## config.mk

```make
export PLATFORM = sky130hd
export DESIGN_NAME = counter_debouncer
export DESIGN_NICKNAME = d
export VERILOG_FILES = /design/src/rtl/debounce_pkg.sv /design/src/rtl/debounce_channel.sv /design/src/rtl/counter_debouncer.sv
export SDC_FILE = /design/constraint.sdc
export NUM_CORES = 1
export LEC_CHECK = 0
export BUFFER_PORTS_ARGS = -buffer_cell sky130_fd_sc_hd__buf_2
export CAP_MARGIN = 30
export CORE_ASPECT_RATIO = 1.75
export CORE_MARGIN = 2
export CORE_UTILIZATION = 30
export DETAILED_ROUTE_END_ITERATION = 10
export PLACE_DENSITY = 0.53
export SLEW_MARGIN = 25
export SYNTH_ARGS = -nofsm -noshare
export SYNTH_HDL_FRONTEND = slang
export SYNTH_SLANG_ARGS = --single-unit
```

## constraint.sdc

```tcl
create_clock -name clk -period 3.05 [get_ports clk]
set_input_delay 0.61 -clock clk [delete_from_list [all_inputs] [get_ports clk]]
set_output_delay 0.61 -clock clk [all_outputs]
set_load 0.03 [all_outputs]
```

## src/rtl/debounce_pkg.sv

```systemverilog
// Shared types and parameter limits for the push-button debouncer.
package debounce_pkg;

    typedef enum logic [1:0] {
        DB_LOW,
        DB_RISING,
        DB_HIGH,
        DB_FALLING
    } db_state_t;

    localparam int unsigned DB_MIN_CYCLES = 2;
    localparam int unsigned DB_MIN_SYNC   = 2;

    function automatic bit db_params_ok(input int unsigned cycles, input int unsigned stages);
        return (cycles >= DB_MIN_CYCLES) && (stages >= DB_MIN_SYNC);
    endfunction

endpackage

```

## src/rtl/debounce_channel.sv

```systemverilog
// One debounce channel: input synchronizer, stability counter and level FSM.
module debounce_channel
    import debounce_pkg::*;
#(
    parameter int unsigned DEBOUNCE_CYCLES = 1000000,
    parameter int unsigned SYNC_STAGES     = 2
) (
    input  logic clk,
    input  logic reset,
    input  logic btn_raw,
    output logic btn_level,
    output logic btn_press,
    output logic btn_release
);

    localparam int unsigned CW = $clog2(DEBOUNCE_CYCLES);
    localparam logic [CW-1:0] TERM = CW'(DEBOUNCE_CYCLES - 1);

    logic [SYNC_STAGES-1:0] r_sync;
    logic                   w_s;
    db_state_t              r_state, w_state_nxt;
    logic [CW-1:0]          r_cnt, w_cnt_nxt;
    logic                   r_level, w_level_nxt;
    logic                   r_press, w_press_nxt;
    logic                   r_release, w_release_nxt;

    assign w_s = r_sync[SYNC_STAGES-1];

    always_ff @(posedge clk) begin
        if (reset) begin
            r_sync    <= '0;
            r_state   <= DB_LOW;
            r_cnt     <= '0;
            r_level   <= 1'b0;
            r_press   <= 1'b0;
            r_release <= 1'b0;
        end else begin
            r_sync    <= {r_sync[SYNC_STAGES-2:0], btn_raw};
            r_state   <= w_state_nxt;
            r_cnt     <= w_cnt_nxt;
            r_level   <= w_level_nxt;
            r_press   <= w_press_nxt;
            r_release <= w_release_nxt;
        end
    end

    // Any reversal during qualification drops back with cnt cleared: no partial credit.
    always_comb begin
        w_state_nxt   = r_state;
        w_cnt_nxt     = r_cnt;
        w_level_nxt   = r_level;
        w_press_nxt   = 1'b0;
        w_release_nxt = 1'b0;
        case (r_state)
            DB_LOW: begin
                if (w_s) begin
                    w_state_nxt = DB_RISING;
                    w_cnt_nxt   = CW'(1);
                end else begin
                    w_cnt_nxt   = '0;
                end
            end
            DB_RISING: begin
                if (!w_s) begin
                    w_state_nxt = DB_LOW;
                    w_cnt_nxt   = '0;
                end else if (r_cnt == TERM) begin
                    w_state_nxt = DB_HIGH;
                    w_level_nxt = 1'b1;
                    w_press_nxt = 1'b1;
                    w_cnt_nxt   = '0;
                end else begin
                    w_cnt_nxt   = r_cnt + 1'b1;
                end
            end
            DB_HIGH: begin
                if (!w_s) begin
                    w_state_nxt = DB_FALLING;
                    w_cnt_nxt   = CW'(1);
                end else begin
                    w_cnt_nxt   = '0;
                end
            end
            DB_FALLING: begin
                if (w_s) begin
                    w_state_nxt   = DB_HIGH;
                    w_cnt_nxt     = '0;
                end else if (r_cnt == TERM) begin
                    w_state_nxt   = DB_LOW;
                    w_level_nxt   = 1'b0;
                    w_release_nxt = 1'b1;
                    w_cnt_nxt     = '0;
                end else begin
                    w_cnt_nxt     = r_cnt + 1'b1;
                end
            end
            default: begin
                w_state_nxt = DB_LOW;
                w_cnt_nxt   = '0;
                w_level_nxt = 1'b0;
            end
        endcase
    end

    assign btn_level   = r_level;
    assign btn_press   = r_press;
    assign btn_release = r_release;

endmodule

```

## src/rtl/counter_debouncer.sv

```systemverilog
// Multi-channel push-button debouncer; press pulses feed the counter FSM in Main.
module counter_debouncer
    import debounce_pkg::*;
#(
    parameter int unsigned N_BUTTONS       = 3,
    parameter int unsigned DEBOUNCE_CYCLES = 1000000,
    parameter int unsigned SYNC_STAGES     = 2
) (
    input  logic                 clk,
    input  logic                 reset,
    input  logic [N_BUTTONS-1:0] btn_raw,
    output logic [N_BUTTONS-1:0] btn_level,
    output logic [N_BUTTONS-1:0] btn_press,
    output logic [N_BUTTONS-1:0] btn_release
);

    if (!db_params_ok(DEBOUNCE_CYCLES, SYNC_STAGES)) begin : g_param_check
        $error("counter_debouncer: DEBOUNCE_CYCLES and SYNC_STAGES must each be >= 2");
    end

    for (genvar i = 0; i < N_BUTTONS; i++) begin : g_ch
        debounce_channel #(
            .DEBOUNCE_CYCLES(DEBOUNCE_CYCLES),
            .SYNC_STAGES    (SYNC_STAGES)
        ) u_ch (
            .clk        (clk),
            .reset      (reset),
            .btn_raw    (btn_raw[i]),
            .btn_level  (btn_level[i]),
            .btn_press  (btn_press[i]),
            .btn_release(btn_release[i])
        );
    end

endmodule

```

# Word level (Yosys, flattened, before mapping)
# Index checks and enable logic that the tools add are counted.
totals:
  register_bits: 81
  word_cells: 141
op_classes:
  addsub: 3
  n_eq_ne: 36
  mux: 57
  n_bitwise: 9
  n_reduce_logical: 18
op_table:
  columns: ["op", "n"]
  rows:
  - ["20-bit one-hot mux with 4 select lines", 3]
  - ["20-bit 2-to-1 mux", 9]
  - ["20-bit by 1-bit adder with 20-bit output (second input constant)", 3]
  - ["20-bit equality test (second input constant)", 3]
  - ["2-bit 2-to-1 mux", 18]
  - ["2-bit by 1-bit inequality test with 1-bit output (second input constant)", 12]
  - ["2-bit one-hot mux with 4 select lines", 3]
  - ["1-bit 2-to-1 mux", 21]
  - ["3-bit OR reduction", 6]
  - ["5-bit AND reduction", 3]
  - ["2-bit equality test (second input constant)", 6]
  - ["2-bit inequality test (second input constant)", 6]
  - ["4-bit AND reduction", 3]
  - ["3-bit by 1-bit inequality test with 1-bit output (second input constant)", 3]
  - ["3-bit inequality test (second input constant)", 3]
  - ["1-bit inverter", 9]
  - ["2-bit by 1-bit equality test with 1-bit output (second input constant)", 3]
  - ["2-bit zero test", 3]
  - ["1-bit one-hot mux with 2 select lines", 3]
  - ["2-bit nonzero test", 3]

# Logic depth before layout (Yosys ltp)
# Gate-level depths: netlist of run 1.
logic_depth:
  ltp_word: 4
  depth_mapped: 7
  depth_no_buf: 5

# By module
# Synthesis of run 1 repeated with hierarchy kept, for this count alone.
unflattened:
  hier_cells: 404
  area_unflattened_um2: 3579.7
modules_own_cells:
  columns: ["mod", "instances", "cells_per_inst", "area_per_inst_um2", "seq_area_each_um2"]
  rows:
  - ["debounce_channel (g_ch[0].u_ch)", 1, 133, 1211.2, 540.5]
  - ["debounce_channel (g_ch[2].u_ch)", 1, 136, 1196.1, 540.5]
  - ["debounce_channel (g_ch[1].u_ch)", 1, 135, 1172.4, 540.5]

# Worst setup path after synthesis of run 1
# OpenSTA, ideal clock, no wires.
synth_timing:
  kind: "reg2reg"
  from: "register g_ch[0].u_ch.r_cnt[0]"
  to: "register g_ch[0].u_ch.r_cnt[10]"
  setup_ns: 0.128
  arrival_time_ns: 2.017
  slack_ns: 0.905
  path_stages_with_launch: 7
  cell_sequence: "dfxtp_1 -> ha_1 -> nand2_1 -> or4_1 -> o211ai_2 -> clkbuf_1 -> nor2_1"
synth_via:
  elab_chain_len: 4
  elab_cells_between_ends: 6
  cone_classes: "add/sub (1); eq/ne (1); mux (4)"
synth_lines:
  columns: ["item", "line_no", "rtl"]
  rows:
  - ["start, declared", "debounce_channel.sv:22", "logic [CW-1:0] r_cnt, w_cnt_nxt;"]
  - ["start signal, assigned", "debounce_channel.sv:40", "r_cnt <= w_cnt_nxt;"]
  - ["20-bit by 1-bit adder with 20-bit output / 20-bit equality test (equally long branches)", null, null]
  - ["20-bit 2-to-1 mux *", "debounce_channel.sv:67, debounce_channel.sv:88", null]
  - ["20-bit 2-to-1 mux, on equally long branches", "debounce_channel.sv:85, debounce_channel.sv:64", null]
  - ["20-bit one-hot mux with 4 select lines *", "debounce_channel.sv:54", "case (r_state)"]
# Mark *: on every way between the ends. The rest lies on a longest branch, timed or not.
# A chain may end at the register's enable or synchronous reset.

# Worst setup path in the final report of run 1
layout_timing:
  from: "register g_ch[1].u_ch.r_cnt[6]"
  to: "register g_ch[1].u_ch.r_cnt[9]"
layout_via:
  elab_chain_len: 4
  elab_cells_between_ends: 6
  cone_classes: "add/sub (1); eq/ne (1); mux (4)"
layout_lines:
  columns: ["item", "line_no"]
  rows:
  - ["start, declared", "debounce_channel.sv:22"]
  - ["start signal, assigned", "debounce_channel.sv:40"]
  - ["20-bit by 1-bit adder with 20-bit output / 20-bit equality test (equally long branches)", null]
  - ["20-bit 2-to-1 mux *", "debounce_channel.sv:67, debounce_channel.sv:88"]
  - ["20-bit 2-to-1 mux, on equally long branches", "debounce_channel.sv:85, debounce_channel.sv:64"]
  - ["20-bit one-hot mux with 4 select lines *", "debounce_channel.sv:54"]
# Marks and branches as above.

==> results of run 1 <==
-- routing by layer --
layer  vias to the layer above  global-route usage
li1                       1480                   -
met1                      1331               0.131
met2                        32               0.207
met3                         6              0.0309
met4                         0              0.0438
met5                         -                   0
-- power by group --
group / switching, mW / total, mW / internal [mW]
registers: 0.00703 / 1.07 / 1.07
clock network: 0.403 / 0.961 / 0.558
logic: 0.0211 / 0.0333 / 0.0122
total: 0.431 / 2.07 / 1.64
-- synthesized netlist by cell type (4+ instances only) --
library cell,count,area (µm²)
nor4_1,11,68.8
nor3_1,13,65.1
and4_1,6,52.6
nor2_1,34,128
or4_1,15,113
nand4_1,17,106
a21oi_1,22,110
a31oi_1,4,25.0
or3_1,12,75.1
nand2_1,20,75.1
xnor2_1,22,193
o21ai_0,16,80.1
xor2_1,16,140
nand2b_1,7,43.8
buf_4,9,67.6
inv_1,15,56.3
o31ai_1,8,60.1
nand3_1,28,140
nor2b_1,6,37.5
dfxtp_1,81,1620
nor2_2,10,62.6
clkbuf_1,11,41.3
-- kinds of logic (layout without fill, tap and decap cells) --
family | after synthesis | after routing
buffers and inverters | 39 | 43
XOR/XNOR | 38 | 38
flip-flops | 81 | 81
AO/OA/AOI/OAI | 60 | 60
AND/OR/NAND/NOR | 195 | 195
adder cells (fa/ha/maj) | 3 | 3
-- worst max-delay path, stage by stage, from the launching register on --
cell	delay (ns)
dfxtp_1	0.37
or4b_1	0.50
or4_1	0.66
o211ai_4	0.63
nor2_1	0.12
-- through the flow --
step           instance area, µm²  std cells  total power [mW]  utilization  worst slack, ns
2_1_floorplan                3640        416              1.13            -            0.905
3_3_place_gp                 3760        544              1.13        0.315            0.648
3_5_place_dp                 3760        544              1.13        0.315            0.611
4_1_cts                      4020        557              2.11        0.336            0.576
5_1_grt                      4020        557              2.15        0.336            0.468
6_report                     4020        557              2.07        0.336            0.617
-- state kept, by name, indices dropped and copies added (netlist names), named ones only --
| signal | cells |
|---|---|
| g_ch.u_ch.btn_release | 3 |
| g_ch.u_ch.r_sync | 6 |
| g_ch.u_ch.r_state | 3 |
| g_ch.u_ch.btn_press | 3 |
| g_ch.u_ch.r_cnt | 60 |
| g_ch.u_ch.btn_level | 3 |
-- area by class of cell --
cell class,instances,area share
Sequential cell,81,0.404
Timing Repair Buffer,15,0.0199
Tap cell,137,0.0427
Multi-Input combinational cell,296,0.455
Clock buffer,10,0.0595
Clock inverter,3,0.00498
Inverter,15,0.0140
-- path summary, 6_finish.rpt --
path | startpoint | to | slack, ns
hold / removal | g_ch[1].u_ch.r_sync[0] | g_ch[1].u_ch.r_sync[1] | 0.43
hold reg to reg | g_ch[1].u_ch.r_sync[0] | g_ch[1].u_ch.r_sync[1] | 0.43
setup reg to reg | g_ch[1].u_ch.r_cnt[6] | g_ch[1].u_ch.r_cnt[9] | 0.62
setup / recovery | g_ch[1].u_ch.r_cnt[6] | g_ch[1].u_ch.r_cnt[9] | 0.62
==> impl_metrics.csv, run 1 <==
group,metric,value,unit
timing,min_period,2.43,ns
yosys,yosys.area_share.simple,0.298,
pwr,vdd_drop_max,0.251,mV
route,viasPerCell,5.11,
final_layout,final_cell_mix,"dfxtp_1 (81), nor2_1 (34), nand3_1 (28)",
global_routing,grt_max_degree,22,
yosys,yosysWarnings,0,
final_layout,antenna_cells,0,
timing,fmax,411,MHz
yosys,ys_ff_latch,81,
timing,worst_pin_slew,0.717,ns
final_layout,fillCellCount,1270,
critical_path,start_kind,"flip-flop",
clock_tree,cts_tree,"done",
clock_tree,htreeDepth,3,
critical_path,cp_data_required_time,3.24,ns
route,routed.top_layer,"met4",
critical_path,cp-end-kind,"flip-flop",
timing,grt_setup_unrepaired,"no",
floorplan,core_area,11900,µm²
route,drt_iter0_drc,83,
pwr,p_leak,1.16,nW
global_routing,grt_overflow,0,
yosys,avgSynthCellArea,8.76,µm²
yosys,synth_edf_count,0,
timing,tns,0,ns
place,io_buffers,13,
route,dr_wl_met3,175,µm
yosys,syn_nets,424,
route,vias,2849,
global_routing,grt_util_all_layers,0.117,
timing,whs,0.435,ns
yosys,synth_compound_area_frac,0.102,
global_routing,grt_pass1_vias,2727,
job,maxCapViolations,0,
route,wl_met1,3.07,mm
final_layout,nets,426,
floorplan,die_x,87.3,µm
clock_tree,post_cts_resized,0,
yosys,synth_area,3640,µm²
final_layout,multi_input_area,1830,µm²
final_layout,layout_commonest_cell,"dfxtp_1",
critical_path,r2r_cells,4,
yosys,synth_cell_types,40,
min_path,hold_depth,1,
yosys,synth-xor-area-share,0.0913,
clock_tree,clk_pin_slew,0.06,ns
floorplan,die_h,150,µm
min_path,hold_path.class,"flip-flop to flip-flop",
clock_tree,ctsHoldBuffers,0,
clock_tree,numCtsBuffers,9,
timing,relSlewSlack,0.515,
timing,slew_viol_final,0,
critical_path,crit_arrival,2.62,ns
timing,finalHoldViolCount,0,
clock_tree,clkLatencyLatePin,0.33,ns
yosys,synth_top_family_by_area,"simple AND/OR/NAND/NOR gates",
critical_path,critPathMaxFanout,19,
floorplan,num_io_pins,14,
route,drc_errors,0,
place,dp_hpwl,4.97,mm
floorplan,start_util,0.305,
yosys,synth-main-ff-cell,"dfxtp_1",
pwr,power.density,515,nW/µm²
route,drtPass1Iterations,4,
timing,clock_skew,0.00980,ns
yosys,synthAdderAreaFrac,0.0103,
route,dr_wl_met2,3.59,mm
critical_path,worstSetupPathType,"flip-flop to flip-flop",
place,gp_congestion,0.777,
outcome,status,"finished, final reports clean",
clock_tree,clock_sinks,81,
floorplan,die_area,13100,µm²
global_routing,grt_pass1_wl,12.2,mm
route,routed_wl,6.95,mm
clock_tree,cts_root_buf,"clkbuf_16",
timing,finalCritPeriodShare,0.798,
route,drtAntennaViolNets,0,
yosys,ys_seq_area_frac,0.445,
route,wire_per_inst,12.5,µm
timing,setup_violations,0,
yosys,async_reset_ff_frac,0,
yosys,synth_mux_area_frac,0,
clock_tree,ctsLongestPathBuffers,2,
clock_tree,postCtsSetupBuffers,0,
global_routing,antenna_found_initial,0,
yosys,synth_cells,416,
final_layout,synthToLayoutAreaGrowth,10.2,%
floorplan,rows,53,
final_layout,drive_gt1_frac,0.105,
final_layout,seq_area,1620,µm²
No activity file was read; power rests on OpenSTA's default activity.
==> run 2, diff against run 1 <==
- ABC_AREA: unset -> 1
- PLACE_DENSITY: 0.53 -> 0.52
- clock period: 3.05 -> 2.5 ns (I/O delays scaled with it)
==> run 2 against run 1 <==
Clock skew is 0.0030 ns higher; total power is 30% higher; sequential cell count is the same; clock power is 39% higher; sequential share of layout area down 4.5 points; clock-buffer cell count unchanged; critical path type unchanged; largest cell class unchanged.
==> impl_metrics.csv, run 2 <==
group,metric,value,unit
critical_path,worstSetupPathType,"flip-flop to flip-flop",
global_routing,grt_pass1_wl,15.6,mm
timing,tns,0,ns
yosys,post_synth_main_area_contributors,"dfxtp_1 (40%), nor2_1 (12%), nand2_1 (12%), inv_1 (7.1%), xor2_1 (5.2%)",
route,routed_wl,8.91,mm
pwr,vdd_drop_max,0.332,mV
place,dp_hpwl,6.87,mm
yosys,synth_cell_types,34,
place,place_area,4220,µm²
yosys,synth_edf_count,0,
clock_tree,clock_sinks,81,
yosys,yosysTopAreaCell,"dfxtp_1",
final_layout,final_cell_mix,"nor2_1 (134), nand2_1 (133), dfxtp_1 (81)",
floorplan,core_area,13300,µm²
route,drtPass1Iterations,4,
outcome,status,"finished, final reports clean",
yosys,synth-main-ff-cell,"dfxtp_1",
timing,finalHoldViolCount,0,
timing,grt_setup_unrepaired,"no",
global_routing,grt_pass1_vias,3564,
yosys,synth_cells,592,
place,io_buffers,13,
clock_tree,clkLatencyLatePin,0.34,ns
yosys,yosysMostFrequentCell,"nor2_1",
job,maxCapViolations,0,
yosys,yosys.area.top_type_share,0.401,
final_layout,synthToLayoutAreaGrowth,11.9,%
floorplan,rows,56,
clock_tree,numCtsBuffers,9,
route,drt_iter0_drc,149,
global_routing,grt_overflow,0,
yosys,async_reset_ff_frac,0,
pwr,p_leak,1.57,nW
timing,setup_violations,0,
global_routing,grt_max_degree,18,
clock_tree,ctsLongestPathBuffers,2,
timing,relSlewSlack,0.663,
global_routing,antenna_found_initial,0,
critical_path,cp-end-kind,"flip-flop",
critical_path,crit_arrival,2.01,ns
route,drc_errors,0,
route,wire_per_inst,11.4,µm
yosys,yosysWarnings,0,
clock_tree,cts_tree,"done",
critical_path,start_kind,"flip-flop",
yosys,syn_nets,600,
final_layout,finish.instance_area,4520,µm²
timing,fmax,562,MHz
clock_tree,postCtsSetupBuffers,0,
floorplan,die_area,14500,µm²
clock_tree,ctsHoldBuffers,0,
timing,min_period,1.78,ns
critical_path,cp_data_required_time,2.73,ns
yosys,ys_top_cells_by_count,"nor2_1 (134), nand2_1 (133), dfxtp_1 (81)",
clock_tree,clk_pin_slew,0.06,ns
route,viasPerCell,4.47,
timing,finalCritPeriodShare,0.712,
yosys,ys_ff_latch,81,
final_layout,layoutNonFillerInstCount,781,
place,dp_cells,765,
floorplan,die_h,158,µm
floorplan,start_util,0.304,
final_layout,drive_gt1_frac,0.0807,
floorplan,num_io_pins,14,
timing,clock_skew,0.0128,ns
final_layout,antenna_cells,0,
global_routing,grt_util_all_layers,0.135,
floorplan,die_x,91.8,µm
clock_tree,cts_root_buf,"clkbuf_16",
route,vias,3491,
critical_path,critPathMaxFanout,17,
final_layout,layout_commonest_cell,"nor2_1",
final_layout,nets,610,
place,gp_congestion,0.864,
pwr,power.density,594,nW/µm²
final_layout,largest_register_ffs,60,
final_layout,multi_input_area,2000,µm²
route,drtAntennaViolNets,0,
yosys,avgSynthCellArea,6.83,µm²
final_layout,seq_area,1620,µm²
clock_tree,htreeDepth,3,
yosys,synth_area,4040,µm²
final_layout,top_regs,"g_ch.u_ch.r_cnt x60, g_ch.u_ch.r_sync x6",
yosys,ys_seq_area_frac,0.401,
final_layout,regMostFlops,"g_ch.u_ch.r_cnt",
min_path,hold_path.class,"input port to flip-flop",
clock_tree,post_cts_resized,0,
final_layout,fillCellCount,1448,
timing,worst_pin_slew,0.501,ns
timing,slew_viol_final,0,
[run 2: changes by cell type after synthesis, moves of 12 or more]
cell,change
inv_1,+62
nand3_1,+13
or4_1,-15
nand2_1,+113
a21oi_1,-12
xnor2_1,-14
nor2_1,+100
or3_1,-12
[run 2: logic make-up (layout without fill, tap and decap cells)]
kind of cell / count (synthesis) / in the layout / synth area share
adder cells (fa/ha/maj): 3 / 3 / 0.00929
XOR/XNOR: 32 / 32 / 0.0693
buffers and inverters: 95 / 110 / 0.103
AND/OR/NAND/NOR: 353 / 353 / 0.377
flip-flops: 81 / 81 / 0.401
AO/OA/AOI/OAI: 28 / 28 / 0.0402
[run 2: report_power, final]
| group | leakage, nW | switching (mW) | internal [mW] |
|---|---|---|---|
| combinational | 0.766 | 0.0228 | 0.0137 |
| clock | 0.145 | 0.555 | 0.788 |
| sequential | 0.654 | 0.00974 | 1.30 |
[run 2: through the flow]
stage | power (mW) | setup WS (ns) | hold WS [ns] | util
after global routing | 2.79 | 0.508 | 0.365 | 0.340
after floorplan | 1.36 | 1.03 | 0.388 | -
after global placement | 1.38 | 0.743 | 0.397 | 0.317
after CTS | 2.74 | 0.672 | 0.352 | 0.340
final | 2.69 | 0.720 | 0.363 | 0.340
after detailed placement | 1.38 | 0.680 | 0.396 | 0.317
[run 2: worst max-delay path, stage by stage (launching register included)]
cell and delay (ns):
dfxtp_1 0.36, ha_1 0.20, inv_1 0.06, nor3_2 0.25, nand3_2 0.19, nand3b_2 0.35
inv_1 0.13, nand2_1 0.08, nor2_1 0.04
[run 2: path summary, 6_finish.rpt]
kind | start | endpoint | slack (ns) | depth (start not counted)
min reg2reg | g_ch[0].u_ch.r_sync[0] | g_ch[0].u_ch.r_sync[1] | 0.40 | 2
max | g_ch[2].u_ch.r_cnt[0] | g_ch[2].u_ch.r_cnt[8] | 0.72 | 8
min | btn_raw[0] | g_ch[0].u_ch.r_sync[0] | 0.36 | 3
max reg2reg | g_ch[2].u_ch.r_cnt[0] | g_ch[2].u_ch.r_cnt[8] | 0.72 | 8
[run 2: per-layer routing]
metal  wire (µm)  vias up  track usage
li1            -     1844            -
met1        3560     1577        0.129
met2        4880       51        0.265
met3         230       19       0.0278
met4         242        0       0.0711
met5           0        -            0
[run 2: area by class of cell]
| type | instances | share of cell area |
|---|---|---|
| Multi-Input combinational cell | 416 | 0.443 |
| Clock buffer | 10 | 0.0506 |
| Clock inverter | 6 | 0.0166 |
| Sequential cell | 81 | 0.359 |
| Tap cell | 174 | 0.0481 |
| Inverter | 80 | 0.0669 |
| Timing Repair Buffer | 14 | 0.0160 |
==> run 3, diff against run 2 <==
- PLACE_DENSITY: 0.52 -> 0.54
- clock period: 2.5 -> 1.5 ns (I/O delays scaled with it)
==> run 3 against run 2 <==
Cell count up 5.6%; sequential cell count unchanged; global-route usage up 0.66 points; fmax up 25%; critical path depth unchanged; routed wire length up 8.2%; cell area up 11%; critical endpoint is now g_ch[1].u_ch.r_cnt[15]; largest power group unchanged; non-clock buffer count up 44; sequential share of layout area down 3.5 points; clock-buffer cell count up 1; clock power up 81%; clock skew down 0.0016 ns.
==> impl_metrics.csv, run 3 (synthesis gave the netlist of run 2 again) <==
group,metric,value,unit
final_layout,top_regs,"g_ch.u_ch.r_cnt x60, g_ch.u_ch.r_sync x6",
route,routed_wl,9.64,mm
outcome,status,"finished, final reports clean",
global_routing,grt_max_degree,16,
clock_tree,clock_sinks,81,
timing,setup_violations,0,
critical_path,start_kind,"flip-flop",
timing,fmax,700,MHz
final_layout,drive_gt1_frac,0.192,
route,drtAntennaViolNets,0,
critical_path,crit_arrival,1.66,ns
global_routing,antenna_found_initial,0,
pwr,p_leak,1.86,nW
critical_path,cp-end-kind,"flip-flop",
job,maxCapViolations,0,
timing,slew_viol_final,0,
route,drtPass1Iterations,7,
timing,min_period,1.43,ns
global_routing,grt_pass1_wl,16.0,mm
final_layout,nets,654,
route,wire_per_inst,11.7,µm
final_layout,layout_commonest_cell,"nand2_1",
pwr,power,4.69,mW
timing,finalCritPeriodShare,0.952,
critical_path,critPathMaxFanout,3,
clock_tree,numCtsBuffers,9,
floorplan,num_io_pins,14,
final_layout,regMostFlops,"g_ch.u_ch.r_cnt",
floorplan,die_x,91.8,µm
route,drt_iter0_drc,87,
timing,clock_skew,0.0112,ns
route,vias,3668,
floorplan,start_util,0.304,
final_layout,synthToLayoutAreaGrowth,24.7,%
global_routing,grt_util_all_layers,0.141,
global_routing,grt_pass1_vias,3695,
global_routing,grt_overflow,0,
clock_tree,clk_pin_slew,0.06,ns
clock_tree,cts_root_buf,"clkbuf_16",
floorplan,die_area,14500,µm²
floorplan,die_h,158,µm
critical_path,worstSetupPathType,"flip-flop to flip-flop",
clock_tree,ctsLongestPathBuffers,2,
final_layout,final_cell_mix,"nand2_1 (130), nor2_1 (124), inv_1 (75), dfxtp_1 (75), buf_4 (43)",
place,dp_hpwl,7.53,mm
final_layout,largest_register_ffs,60,
clock_tree,clkLatencyLatePin,0.34,ns
clock_tree,htreeDepth,3,
timing,grt_setup_unrepaired,"yes",
floorplan,rows,56,
timing,finalHoldViolCount,0,
clock_tree,ctsHoldBuffers,0,
final_layout,fin_util,0.379,
timing,worst_pin_slew,0.283,ns
place,io_buffers,13,
floorplan,core_area,13300,µm²
route,drc_errors,0,
route,viasPerCell,4.45,
clock_tree,cts_tree,"done",
final_layout,antenna_cells,0,
place,gp_congestion,0.905,
pwr,power.density,930,nW/µm²
pwr,vdd_drop_max,0.490,mV
timing,relSlewSlack,0.811,
critical_path,cp_data_required_time,1.73,ns
min_path,hold_path.class,"input port to flip-flop",
run 3: cell count changes in the layout (fill, tap and decap cells not counted), moves of 5 or more:
cell	change
buf_4	+42
dfxtp_1	-6
dfxtp_2	+6
nor2_1	-10
nor2_2	+6
nor3_1	-5
run 3: layer usage:
layer  routed length (µm)  up-vias  global-route usage  part of all wire
met3                  310       29              0.0340             0.032
met1                 3540     1643               0.128              0.37
met2                 5300       67               0.271              0.55
li1                     -     1929                   -                 -
met4                  495        0              0.0967             0.051
met5                    0        -                   0                 0
run 3: per-stage QoR:
step / hold slack (ns) / setup TNS (ns) / cells / area (µm²) / worst slack [ns]
after floorplan: 0.388 / 0 / 592 / 4040 / 0.0261
after global placement: 0.397 / -0.121 / 806 / 4550 / -0.121
after detailed placement: 0.401 / -0.224 / 806 / 4550 / -0.120
after CTS: 0.148 / 0 / 822 / 4910 / 0.0132
after global routing: 0.160 / -0.0395 / 825 / 5040 / -0.0252
final: 0.159 / 0 / 825 / 5040 / 0.0717
run 3: power breakdown:
part,internal (mW),switching [mW],total (mW)
Combinational,0.0317,0.0453,0.0770
Sequential,2.17,0.0146,2.18
Clock,1.52,0.915,2.43
Total,3.72,0.975,4.69
run 3: worst max-delay path, cell delays in order, from the launching register on:
cell	delay, ns
dfxtp_2	0.35
buf_4	0.13
inv_1	0.06
nor2_2	0.21
nand3_1	0.14
nor2_1	0.20
nand3_1	0.10
nand2_1	0.09
nor2_1	0.04
run 3: layout make-up:
cell class	count	area [µm²]
inverter	80	305
fill	1449	8270
multi-input combinational	416	2130
clock inverter	5	85.1
timing repair buffer	58	428
tap	174	218
sequential	81	1630
clock buffer	11	243
run 3: path summary, 6_finish.rpt:
check / to / from / cells after the start / slack (ns)
worst max register to register: g_ch[1].u_ch.r_cnt[15] / g_ch[1].u_ch.r_cnt[0] / 8 / 0.07
worst min-delay path: g_ch[2].u_ch.r_sync[0] / btn_raw[2] / 3 / 0.16
worst min register to register: g_ch[1].u_ch.r_sync[1] / g_ch[1].u_ch.r_sync[0] / 2 / 0.41
worst max-delay path: g_ch[1].u_ch.r_cnt[15] / g_ch[1].u_ch.r_cnt[0] / 8 / 0.07
run 3: repair_timing:
item                       4_1_cts  5_1_grt
setup endpoints to repair       19       45
cloned                           0        0
gates resized for setup          6       35
buffers inserted                 0        3
pin swaps                        0        9
